==> config.mk <==
export PLATFORM = sky130hd
export DESIGN_NAME = accel_job_launcher
export DESIGN_NICKNAME = d
export VERILOG_FILES = /design/src/rtl/accel_regs_pkg.sv /design/src/rtl/accel_axil_xfer.sv /design/src/rtl/accel_job_launcher.sv
export SDC_FILE = /design/constraint.sdc
export NUM_CORES = 1
export LEC_CHECK = 0
export CORE_MARGIN = 4
export CORE_UTILIZATION = 56
export DETAILED_ROUTE_END_ITERATION = 16
export PLACE_DENSITY = 0.84
export SETUP_SLACK_MARGIN = 0.02
export SLEW_MARGIN = 20
export SYNTH_ARGS = -nofsm -noshare
export SYNTH_HDL_FRONTEND = slang
export SYNTH_HIERARCHICAL = 1
export SYNTH_SLANG_ARGS = --single-unit
==> constraint.sdc <==
create_clock -name s_axi_aclk -period 5 [get_ports s_axi_aclk]
set_clock_uncertainty 0.05 [all_clocks]
set_input_delay 1 -clock s_axi_aclk [delete_from_list [all_inputs] [get_ports s_axi_aclk]]
set_output_delay 1 -clock s_axi_aclk [all_outputs]
set_load 0.005 [all_outputs]
==> src/rtl/accel_regs_pkg.sv <==
// Shared definitions for the accelerator job launcher: register map, STATUS bits,
// completion codes and the state encodings of the launcher and transfer engine.
package accel_regs_pkg;

  // Register offsets inside the accelerator's 64-byte window.
  localparam logic [7:0] RegCtrl   = 8'h00;
  localparam logic [7:0] RegStatus = 8'h04;
  localparam logic [7:0] RegM      = 8'h08;
  localparam logic [7:0] RegK      = 8'h0C;
  localparam logic [7:0] RegN      = 8'h10;

  localparam logic [31:0] CtrlStart = 32'h0000_0001;

  localparam int unsigned StatusBusyBit = 0;
  localparam int unsigned StatusDoneBit = 1;

  localparam logic [1:0] RespOkay = 2'b00;

  typedef enum logic [1:0] {
    ErrOk      = 2'b00,
    ErrBus     = 2'b01,
    ErrTimeout = 2'b10,
    ErrZero    = 2'b11
  } done_err_e;

  typedef enum logic [2:0] {
    StIdle,
    StWrite,
    StPollWait,
    StRead,
    StDone
  } launch_state_e;

  typedef enum logic [2:0] {
    XfIdle,
    XfWrAddr,
    XfWrResp,
    XfRdAddr,
    XfRdData
  } xfer_state_e;

endpackage

==> src/rtl/accel_axil_xfer.sv <==
// Single AXI4-Lite transaction engine. A request is accepted when idle or in the
// cycle the previous transaction completes, so back-to-back writes need no gap.
module accel_axil_xfer
  import accel_regs_pkg::*;
#(
  parameter int unsigned AddrWidth = 6,
  parameter int unsigned DataWidth = 32
) (
  input  logic                 clk_i,
  input  logic                 rst_ni,
  input  logic                 req_i,
  input  logic                 we_i,
  input  logic [AddrWidth-1:0] addr_i,
  input  logic [DataWidth-1:0] wdata_i,
  output logic                 done_o,
  output logic [1:0]           resp_o,
  output logic [DataWidth-1:0] rdata_o,
  output logic [AddrWidth-1:0] awaddr_o,
  output logic                 awvalid_o,
  input  logic                 awready_i,
  output logic [DataWidth-1:0] wdata_o,
  output logic                 wvalid_o,
  input  logic                 wready_i,
  input  logic [1:0]           bresp_i,
  input  logic                 bvalid_i,
  output logic                 bready_o,
  output logic [AddrWidth-1:0] araddr_o,
  output logic                 arvalid_o,
  input  logic                 arready_i,
  input  logic [DataWidth-1:0] rdata_i,
  input  logic [1:0]           rresp_i,
  input  logic                 rvalid_i,
  output logic                 rready_o
);

  xfer_state_e          state_q, state_d;
  logic                 awvalid_q, awvalid_d;
  logic                 wvalid_q, wvalid_d;
  logic                 arvalid_q, arvalid_d;
  logic [AddrWidth-1:0] addr_q, addr_d;
  logic [DataWidth-1:0] wdata_q, wdata_d;

  // Phase sequencing; AW and W retire independently before the response phase.
  always_comb begin
    state_d   = state_q;
    awvalid_d = awvalid_q;
    wvalid_d  = wvalid_q;
    arvalid_d = arvalid_q;
    addr_d    = addr_q;
    wdata_d   = wdata_q;
    done_o    = 1'b0;
    unique case (state_q)
      XfIdle: ;
      XfWrAddr: begin
        if (awready_i) awvalid_d = 1'b0;
        if (wready_i)  wvalid_d  = 1'b0;
        if (!awvalid_d && !wvalid_d) state_d = XfWrResp;
      end
      XfWrResp: begin
        if (bvalid_i) begin
          done_o  = 1'b1;
          state_d = XfIdle;
        end
      end
      XfRdAddr: begin
        if (arready_i) begin
          arvalid_d = 1'b0;
          state_d   = XfRdData;
        end
      end
      XfRdData: begin
        if (rvalid_i) begin
          done_o  = 1'b1;
          state_d = XfIdle;
        end
      end
      default: state_d = XfIdle;
    endcase
    if (req_i && (state_q == XfIdle || done_o)) begin
      addr_d = addr_i;
      if (we_i) begin
        wdata_d   = wdata_i;
        awvalid_d = 1'b1;
        wvalid_d  = 1'b1;
        state_d   = XfWrAddr;
      end else begin
        arvalid_d = 1'b1;
        state_d   = XfRdAddr;
      end
    end
  end

  // State and channel registers.
  always_ff @(posedge clk_i or negedge rst_ni) begin
    if (!rst_ni) begin
      state_q   <= XfIdle;
      awvalid_q <= 1'b0;
      wvalid_q  <= 1'b0;
      arvalid_q <= 1'b0;
      addr_q    <= '0;
      wdata_q   <= '0;
    end else begin
      state_q   <= state_d;
      awvalid_q <= awvalid_d;
      wvalid_q  <= wvalid_d;
      arvalid_q <= arvalid_d;
      addr_q    <= addr_d;
      wdata_q   <= wdata_d;
    end
  end

  assign awaddr_o  = addr_q;
  assign araddr_o  = addr_q;
  assign awvalid_o = awvalid_q;
  assign wvalid_o  = wvalid_q;
  assign wdata_o   = wdata_q;
  assign arvalid_o = arvalid_q;
  assign bready_o  = (state_q == XfWrResp);
  assign rready_o  = (state_q == XfRdData);
  assign resp_o    = (state_q == XfRdData) ? rresp_i : bresp_i;
  assign rdata_o   = rdata_i;

endmodule

==> src/rtl/accel_job_launcher.sv <==
// Launches one matrix-multiply job: writes M, K, N and CTRL.start, then polls STATUS
// and watches the done interrupt until completion, bus error or timeout.
module accel_job_launcher
  import accel_regs_pkg::*;
#(
  parameter int unsigned C_M_AXI_ADDR_WIDTH = 6,
  parameter int unsigned C_M_AXI_DATA_WIDTH = 32,
  parameter int unsigned POLL_INTERVAL      = 16,
  parameter int unsigned TIMEOUT_CYCLES     = 65536
) (
  input  logic                            s_axi_aclk,
  input  logic                            s_axi_aresetn,
  input  logic                            job_valid,
  output logic                            job_ready,
  input  logic [31:0]                     job_m,
  input  logic [31:0]                     job_k,
  input  logic [31:0]                     job_n,
  output logic                            done_valid,
  input  logic                            done_ready,
  output logic [1:0]                      done_err,
  output logic [31:0]                     done_status,
  input  logic                            irq_done,
  output logic [C_M_AXI_ADDR_WIDTH-1:0]   m_axi_awaddr,
  output logic                            m_axi_awvalid,
  input  logic                            m_axi_awready,
  output logic [C_M_AXI_DATA_WIDTH-1:0]   m_axi_wdata,
  output logic [C_M_AXI_DATA_WIDTH/8-1:0] m_axi_wstrb,
  output logic                            m_axi_wvalid,
  input  logic                            m_axi_wready,
  input  logic [1:0]                      m_axi_bresp,
  input  logic                            m_axi_bvalid,
  output logic                            m_axi_bready,
  output logic [C_M_AXI_ADDR_WIDTH-1:0]   m_axi_araddr,
  output logic                            m_axi_arvalid,
  input  logic                            m_axi_arready,
  input  logic [C_M_AXI_DATA_WIDTH-1:0]   m_axi_rdata,
  input  logic [1:0]                      m_axi_rresp,
  input  logic                            m_axi_rvalid,
  output logic                            m_axi_rready
);

  launch_state_e state_q, state_d;
  logic [31:0]   m_q, m_d, k_q, k_d, n_q, n_d;
  logic [1:0]    wr_idx_q, wr_idx_d;
  logic [31:0]   poll_cnt_q, poll_cnt_d;
  logic [31:0]   tmo_cnt_q, tmo_cnt_d;
  logic          irq_flag_q, irq_flag_d;
  logic          seen_busy_q, seen_busy_d;
  done_err_e     done_err_q, done_err_d;
  logic [31:0]   done_status_q, done_status_d;

  logic                          xfer_req, xfer_we, xfer_done;
  logic [C_M_AXI_ADDR_WIDTH-1:0] xfer_addr;
  logic [C_M_AXI_DATA_WIDTH-1:0] xfer_wdata, xfer_rdata;
  logic [1:0]                    xfer_resp;
  logic [1:0]                    wr_sel;
  logic [7:0]                    wr_off;
  logic [31:0]                   wr_val;
  logic [31:0]                   rd_word;
  logic                          tmo_hit, rd_complete;

  // Register/value for the write about to be issued; slot 0 is launched from idle.
  always_comb begin
    wr_sel = (state_q == StIdle) ? 2'd0 : wr_idx_q + 2'd1;
    unique case (wr_sel)
      2'd0:    begin wr_off = RegM;    wr_val = job_m;     end
      2'd1:    begin wr_off = RegK;    wr_val = k_q;       end
      2'd2:    begin wr_off = RegN;    wr_val = n_q;       end
      default: begin wr_off = RegCtrl; wr_val = CtrlStart; end
    endcase
  end

  assign tmo_hit     = tmo_cnt_q >= 32'(TIMEOUT_CYCLES);
  assign rd_word     = 32'(xfer_rdata);
  // Busy falling only counts once a previous read in this job has seen busy.
  assign rd_complete = irq_flag_q || irq_done || rd_word[StatusDoneBit] ||
                       (!rd_word[StatusBusyBit] && seen_busy_q);

  // Launcher sequencing, completion detection and timeout.
  always_comb begin
    state_d       = state_q;
    m_d           = m_q;
    k_d           = k_q;
    n_d           = n_q;
    wr_idx_d      = wr_idx_q;
    poll_cnt_d    = poll_cnt_q;
    tmo_cnt_d     = tmo_cnt_q;
    irq_flag_d    = irq_flag_q;
    seen_busy_d   = seen_busy_q;
    done_err_d    = done_err_q;
    done_status_d = done_status_q;
    xfer_req      = 1'b0;
    xfer_we       = 1'b1;
    xfer_addr     = C_M_AXI_ADDR_WIDTH'(wr_off);
    xfer_wdata    = C_M_AXI_DATA_WIDTH'(wr_val);

    if (state_q == StPollWait || state_q == StRead) begin
      if (tmo_cnt_q != 32'hFFFF_FFFF) tmo_cnt_d = tmo_cnt_q + 32'd1;
      irq_flag_d = irq_flag_q | irq_done;
    end

    unique case (state_q)
      StIdle: begin
        if (job_valid) begin
          m_d           = job_m;
          k_d           = job_k;
          n_d           = job_n;
          wr_idx_d      = 2'd0;
          done_status_d = 32'd0;
          if (job_m == 32'd0 || job_k == 32'd0 || job_n == 32'd0) begin
            done_err_d = ErrZero;
            state_d    = StDone;
          end else begin
            xfer_req = 1'b1;
            state_d  = StWrite;
          end
        end
      end
      StWrite: begin
        if (xfer_done) begin
          if (xfer_resp != RespOkay) begin
            done_err_d = ErrBus;
            state_d    = StDone;
          end else if (wr_idx_q == 2'd3) begin
            // CTRL acknowledged: the job is running from here on.
            poll_cnt_d  = 32'(POLL_INTERVAL - 1);
            tmo_cnt_d   = 32'd0;
            irq_flag_d  = irq_done;
            seen_busy_d = 1'b0;
            state_d     = StPollWait;
          end else begin
            wr_idx_d = wr_idx_q + 2'd1;
            xfer_req = 1'b1;
          end
        end
      end
      StPollWait: begin
        if (irq_flag_q || irq_done) begin
          done_err_d = ErrOk;
          state_d    = StDone;
        end else if (tmo_hit) begin
          done_err_d = ErrTimeout;
          state_d    = StDone;
        end else if (poll_cnt_q == 32'd0) begin
          xfer_req  = 1'b1;
          xfer_we   = 1'b0;
          xfer_addr = C_M_AXI_ADDR_WIDTH'(RegStatus);
          state_d   = StRead;
        end else begin
          poll_cnt_d = poll_cnt_q - 32'd1;
        end
      end
      StRead: begin
        if (xfer_done) begin
          if (xfer_resp != RespOkay) begin
            done_err_d = ErrBus;
            state_d    = StDone;
          end else begin
            done_status_d = rd_word;
            if (rd_complete) begin
              done_err_d = ErrOk;
              state_d    = StDone;
            end else if (tmo_hit) begin
              done_err_d = ErrTimeout;
              state_d    = StDone;
            end else begin
              seen_busy_d = seen_busy_q | rd_word[StatusBusyBit];
              poll_cnt_d  = 32'(POLL_INTERVAL - 1);
              state_d     = StPollWait;
            end
          end
        end
      end
      StDone: begin
        if (done_ready) state_d = StIdle;
      end
      default: state_d = StIdle;
    endcase
  end

  // Launcher state registers.
  always_ff @(posedge s_axi_aclk or negedge s_axi_aresetn) begin
    if (!s_axi_aresetn) begin
      state_q       <= StIdle;
      m_q           <= 32'd0;
      k_q           <= 32'd0;
      n_q           <= 32'd0;
      wr_idx_q      <= 2'd0;
      poll_cnt_q    <= 32'd0;
      tmo_cnt_q     <= 32'd0;
      irq_flag_q    <= 1'b0;
      seen_busy_q   <= 1'b0;
      done_err_q    <= ErrOk;
      done_status_q <= 32'd0;
    end else begin
      state_q       <= state_d;
      m_q           <= m_d;
      k_q           <= k_d;
      n_q           <= n_d;
      wr_idx_q      <= wr_idx_d;
      poll_cnt_q    <= poll_cnt_d;
      tmo_cnt_q     <= tmo_cnt_d;
      irq_flag_q    <= irq_flag_d;
      seen_busy_q   <= seen_busy_d;
      done_err_q    <= done_err_d;
      done_status_q <= done_status_d;
    end
  end

  assign job_ready   = (state_q == StIdle);
  assign done_valid  = (state_q == StDone);
  assign done_err    = done_err_q;
  assign done_status = done_status_q;
  assign m_axi_wstrb = '1;

  accel_axil_xfer #(
    .AddrWidth(C_M_AXI_ADDR_WIDTH),
    .DataWidth(C_M_AXI_DATA_WIDTH)
  ) u_xfer (
    .clk_i    (s_axi_aclk),
    .rst_ni   (s_axi_aresetn),
    .req_i    (xfer_req),
    .we_i     (xfer_we),
    .addr_i   (xfer_addr),
    .wdata_i  (xfer_wdata),
    .done_o   (xfer_done),
    .resp_o   (xfer_resp),
    .rdata_o  (xfer_rdata),
    .awaddr_o (m_axi_awaddr),
    .awvalid_o(m_axi_awvalid),
    .awready_i(m_axi_awready),
    .wdata_o  (m_axi_wdata),
    .wvalid_o (m_axi_wvalid),
    .wready_i (m_axi_wready),
    .bresp_i  (m_axi_bresp),
    .bvalid_i (m_axi_bvalid),
    .bready_o (m_axi_bready),
    .araddr_o (m_axi_araddr),
    .arvalid_o(m_axi_arvalid),
    .arready_i(m_axi_arready),
    .rdata_i  (m_axi_rdata),
    .rresp_i  (m_axi_rresp),
    .rvalid_i (m_axi_rvalid),
    .rready_o (m_axi_rready)
  );

endmodule

==> reports/results.ini, run 1 <==
[logic_synthesis]
synth_top_area_share_pct=47.7
synth_top_cell_by_area=dfrtp_1
synth_edf_count=0
synthArstFlopShare_pct=100
synth.top_cells.by_area=dfrtp_1, mux2_2, nand2_1, mux2_4, o21ai_0
synth_ff_type=dfrtp_1
synth_seq_area_share_pct=47.7
synth_warnings=6
avgSynthCellArea_sq_um=10.0
ys_types=69
syn_area_sq_um=11200
syn_inst=1113
ys_ff_latch=213

[cts]
clk_latency_ns=0.52
cts_sinks=213
cts_buffers=24
cts_tree=yes
ctsHoldBuffers=0
clk_pin_slew_worst_paths_ns=0.06
post-cts-setup-buffers=0
cts_root_buf=clkbuf_16
post_cts_resized=0
clockBufferDepth=3
h-tree-depth=1

[sta]
fmax_mhz=255
timing.final.hold_violations=0
fin_setup_tns_ns=0
rsz0062_at_grt=false
worst_slew_pin_slew_ns=1.13
period_minus_slack_ns=3.92
holdWs_ns=0.424
maxSlewHeadroom_pct=24.5
setup_viol=0
fin_crit_sh_pct=78.5
slew_violations=0

[cells_and_area]
fin_nets=1428
seq_area_sq_um=5330
n_antenna_cell=0
multi_input_area_sq_um=5200
n_fill_cell=1443
area_delta_synth_final_pct=26.1
drive_above_1_share_pct=13.6

[place]
dp_hpwl_um=21200
gp_congestion=0.896
io_buffers=226

[worst_hold_path]
whs_endpoint=done_status[20]
hold_path_depth=2
hold_path.class=register to register
min_from=done_status[20]

[global_route]
grt_max_degree=113
grt_pass1_vias=9624
grt_first_pass_wirelength_um=48900
grt_antenna_before_repair=0
grt_usage_pct=26.7
grt.overflow.total=0

[worst_setup_path]
reg2reg_depth=8
r2r_start=u_xfer/state_q[1]
worstSetupPathType=input pin to register
crit_path_end_kind=register
crit_required_ns=5.38
reg2reg_slack_ns=1.11
start_kind=input pin
rr_endpoint=poll_cnt_q[21]
cp.arrival_ns=4.30
cp_max_fo=32

[drt]
routed_via_density=6.04
vias=9434
wl_met1_um=12100
firstDrtPassIters=8
wl_met2_um=14900
first_iter_violations=846
totalWireLength_um=30400
highest_layer=met4
wl_per_cell_um=19.5
wl_met3_um=2540
drc=0
drtAntennaViolNets=0

[outcome]
status=finished clean

[floorplanning]
num_rows=51
start_util_pct=57.2
dieHeight_um=149
dieArea_sq_um=22300
die_w_um=149
design.core.area_sq_um=19500
io_pins=231

[run]
drv_cap=0

[pwr]
vdd_drop_max_mv=0.321
p_leak_nw=5.71
power_mw=7.70
power_density_nw_per_um2=546

## worst max-delay path: stages
cell,delay [ns]
clkdlybuf4s50_1,0.46
nor2b_1,0.24
nand2_1,0.08
a21oi_1,0.35
nor4bb_1,0.33
nand4b_1,0.14
a221o_1,0.34
a21o_1,0.51
or4_1,0.63
a21oi_1,0.19
## cell type report
| type | instances | share of cell area, % |
|---|---|---|
| Clock buffer | 39 | 5.24 |
| Clock inverter | 3 | 0.284 |
| Inverter | 19 | 0.506 |
| Multi-Input combinational cell | 783 | 36.9 |
| Sequential cell | 213 | 37.8 |
| Tap cell | 265 | 2.35 |
| Timing Repair Buffer | 240 | 16.9 |
## cells in the final DEF (no fill, tap or decap), types with 5 or more instances in the layout
cell type / netlist / layout
a21oi_1: 52 / 52
a22oi_1: 46 / 46
and2_1: 6 / 5
and3_1: 7 / 7
and4_1: 5 / 5
buf_4: 45 / 13
clkbuf_1: 43 / 8
clkbuf_16: 0 / 25
clkbuf_8: 0 / 7
clkdlybuf4s50_1: 0 / 225
conb_1: 2 / 7
dfrtp_1: 213 / 212
ha_1: 5 / 5
inv_1: 18 / 18
mux2_2: 77 / 77
mux2_4: 28 / 28
mux2i_1: 8 / 8
nand2_1: 123 / 123
nand2b_1: 8 / 8
nand3_1: 22 / 22
nand4_1: 18 / 18
nor2_1: 87 / 86
nor2b_1: 5 / 5
nor3_1: 20 / 20
nor4_1: 40 / 40
o21ai_0: 76 / 76
o22ai_1: 5 / 5
o31ai_1: 15 / 15
o41ai_1: 7 / 7
or2_2: 5 / 5
or3_1: 14 / 14
or4_1: 10 / 10
xnor2_1: 25 / 25
## Yosys cell counts, types with 4 or more instances
master and count:
nor4b_1 4, mux2_4 28, and2_1 6, nand2b_1 8, o22ai_1 5, ha_1 5
nand4b_1 4, a22oi_1 46, a21oi_1 52, and4_1 5, inv_1 18, o211ai_1 4
and3_1 7, xnor2_1 25, buf_2 6, or2_2 5, nand3_1 22, nor3_1 20
mux2i_1 8, nand4_1 18, buf_4 45, o21ai_0 76, mux2_2 77, buf_6 6
nand3b_1 4, or4_1 10, clkbuf_1 43, dfrtp_1 213, nor2_1 87, a211oi_1 4
nor2b_1 5, o31ai_1 15, nand2_1 123, nor4_1 40, o41ai_1 7, or3_1 14
## registers in the layout, indices dropped and copies added (netlist names), 3 cells and up
| signal | cells |
|---|---|
| u_xfer/araddr_o | 6 |
| n_q | 32 |
| u_xfer/state_q | 3 |
| state_q | 3 |
| poll_cnt_q | 32 |
| u_xfer/wdata_o | 32 |
| tmo_cnt_q | 32 |
| k_q | 32 |
| done_status | 32 |
## worst max path at each step
stage,from,to,cells after the start
final,m_axi_bvalid,poll_cnt_q[21],10
after global routing,m_axi_bvalid,poll_cnt_q[11],10
after CTS,u_xfer/state_q[1],poll_cnt_q[21],8
after detailed placement,m_axi_bvalid,poll_cnt_q[29],10
after global placement,m_axi_bvalid,poll_cnt_q[27],10
after floorplan,m_axi_bvalid,poll_cnt_q[22],11
## cells by family after synthesis
group	share of synthesized area, %
compound gates	13.1
other cells	0.0672
mux	12.2
simple gates	18.1
xor+xnor	2.19
flops	47.7
fa+ha+maj	0.560
buf+inv	6.08
## metrics by stage
stage	area, sq um	util (%)	setup WS, ns	instances
final	14100	72.2	1.08	1562
after global routing	14100	72.2	0.861	1562
after CTS	14100	72.2	1.14	1562
after detailed placement	13300	68.2	0.673	1520
after global placement	13300	68.2	0.794	1520
after floorplan	11200	-	1.65	1118
## routing by layer
metal	vias up	global-route usage, %
li1	4321	-
met1	4587	35.3
met2	456	44.3
met3	70	5.50
met4	0	9.11
met5	-	0
## power breakdown
group / internal (mW) / total (mW) / switching (mW)
Combinational: 1.64 / 3.15 / 1.51
Clock: 1.05 / 1.73 / 0.678
Sequential: 2.34 / 2.81 / 0.473
(Power assumes the default switching activity.)
==> run 2: changes to the inputs <==
--- a/config.mk
+++ b/config.mk
@@ -6,9 +6,9 @@
 export NUM_CORES = 1
 export LEC_CHECK = 0
 export CORE_MARGIN = 4
-export CORE_UTILIZATION = 56
+export CORE_UTILIZATION = 47
 export DETAILED_ROUTE_END_ITERATION = 16
-export PLACE_DENSITY = 0.84
+export PLACE_DENSITY = 0.75
 export SETUP_SLACK_MARGIN = 0.02
 export SLEW_MARGIN = 20
 export SYNTH_ARGS = -nofsm -noshare
==> constraint.sdc (replaced) <==
create_clock -name s_axi_aclk -period 3.6 [get_ports s_axi_aclk]
set_clock_uncertainty 0.05 [all_clocks]
set_input_delay 0.72 -clock s_axi_aclk [delete_from_list [all_inputs] [get_ports s_axi_aclk]]
set_output_delay 0.72 -clock s_axi_aclk [all_outputs]
set_load 0.005 [all_outputs]
==> run 2 against run 1 <==
Compared with the run above:
- routed wire length decreased by 0.25%
- critical path depth unchanged
- die area increased by 18%
- power increased by 40%
- core utilization decreased by 10 points
- global-route usage decreased by 4.3 points
- sequential power increased by 37%
==> reports/results.ini, run 2 (same netlist as run 1, synthesis figures left out) <==
[pwr]
vdd_drop_max_mv=0.433
power_mw=10.7
power_density_nw_per_um2=742
p_leak_nw=5.90

[cts]
h-tree-depth=1
cts_root_buf=clkbuf_16
cts_sinks=213
post-cts-setup-buffers=0
clockBufferDepth=3
clk_latency_ns=0.51
cts_tree=yes
post_cts_resized=1
cts_buffers=24
ctsHoldBuffers=0
clk_pin_slew_worst_paths_ns=0.06

[worst_setup_path]
crit_path_end_kind=register
reg2reg_depth=10
cp.arrival_ns=3.76
start_kind=register
crit_required_ns=3.98
worstSetupPathType=register to register
cp_max_fo=8

[floorplanning]
design.core.area_sq_um=23400
num_rows=56
io_pins=231
die_w_um=162
start_util_pct=47.8
dieHeight_um=162
dieArea_sq_um=26300

[cells_and_area]
postLayoutCellArea_sq_um=14500
final_common_cell=clkdlybuf4s50_1
n_antenna_cell=0
multi_input_area_sq_um=5210
drive_above_1_share_pct=16.0
fin_nets=1466
fin_cells=1653
seq_area_sq_um=5330
n_fill_cell=1980
area_delta_synth_final_pct=29.5
final_cell_mix=clkdlybuf4s50_1, dfrtp_1, nand2_1

[place]
io_buffers=226
dpl_cell_area_sq_um=13700
dp_hpwl_um=21600
place_ws_ns=-0.0471
placedCellCount=1612
gp_congestion=0.878

[global_route]
grt_usage_pct=22.4
grt_first_pass_wirelength_um=48500
grt_max_degree=91
grt.overflow.total=0
grt_antenna_before_repair=0
grt_pass1_vias=9237

[sta]
setup_slack_ns=0.222
worst_slew_pin_slew_ns=1.04
maxSlewHeadroom_pct=30.7
fmax_mhz=296
fin_crit_sh_pct=93.8
period_minus_slack_ns=3.38
slew_violations=0
timing.final.hold_violations=0
setup_viol=0
rsz0062_at_grt=false

[drt]
wl_met3_um=2290
vias=9341
totalWireLength_um=30400
wl_per_cell_um=18.4
firstDrtPassIters=5
wl_met1_um=12800
drtAntennaViolNets=0
highest_layer=met4
first_iter_violations=565
wl_met2_um=14600
routed_via_density=5.65
drc=0

[worst_hold_path]
hold_path.class=input pin to async pin

[outcome]
status=finished clean

[run]
drv_cap=0

[run 2: cell count changes in the layout (fill, tap and decap cells not counted), sizes merged]
cell,delta
clkbuf,-3
buf,+39
clkinv,+1
[run 2: path summary, 6_finish.rpt]
path                                   start               to  slack, ns
min                            s_axi_aresetn    tmo_cnt_q[18]       0.17
max in group asynchronous      s_axi_aresetn          k_q[12]       2.51
min reg2reg                  done_status[14]  done_status[14]       0.43
max                        u_xfer/state_q[1]   poll_cnt_q[10]       0.22
min in group s_axi_aclk      done_status[14]  done_status[14]       0.43
max reg2reg                u_xfer/state_q[1]   poll_cnt_q[10]       0.22
[run 2: per-stage QoR]
stage	TNS [ns]	hold slack, ns	util [%]
global route	0	0.213	61.9
floorplan	0	0.374	-
finish	0	0.166	61.9
global placement	-1.58	0.403	58.6
detailed placement	-0.695	0.419	58.6
CTS	0	0.200	61.8
[run 2: cell type report]
class,count,share of cell area [%]
Timing Repair Buffer,278,18.7
Inverter,19,0.493
Tap cell,319,2.76
Sequential cell,213,36.8
Multi-Input combinational cell,783,36.0
Clock buffer,37,4.91
Clock inverter,4,0.311
[run 2: per-layer routing]
metal,vias up,GRT usage [%]
met5,-,0
met4,0,5.84
met3,51,4.52
met2,365,37.6
met1,4537,30.0
li1,4388,-
[run 2: report_power, final]
group          internal (mW)  switching (mW)
sequential              3.25           0.591
clock                   1.42           0.937
combinational           2.39            2.15
[run 2: worst max-delay path, stage by stage (launching register included)]
cell	delay, ns
dfrtp_1	0.46
nor3b_2	0.34
buf_4	0.20
mux2_2	0.40
nor3b_4	0.28
a32oi_1	0.16
a221o_1	0.39
buf_4	0.16
a211oi_2	0.20
or4b_1	0.48
a21oi_1	0.18
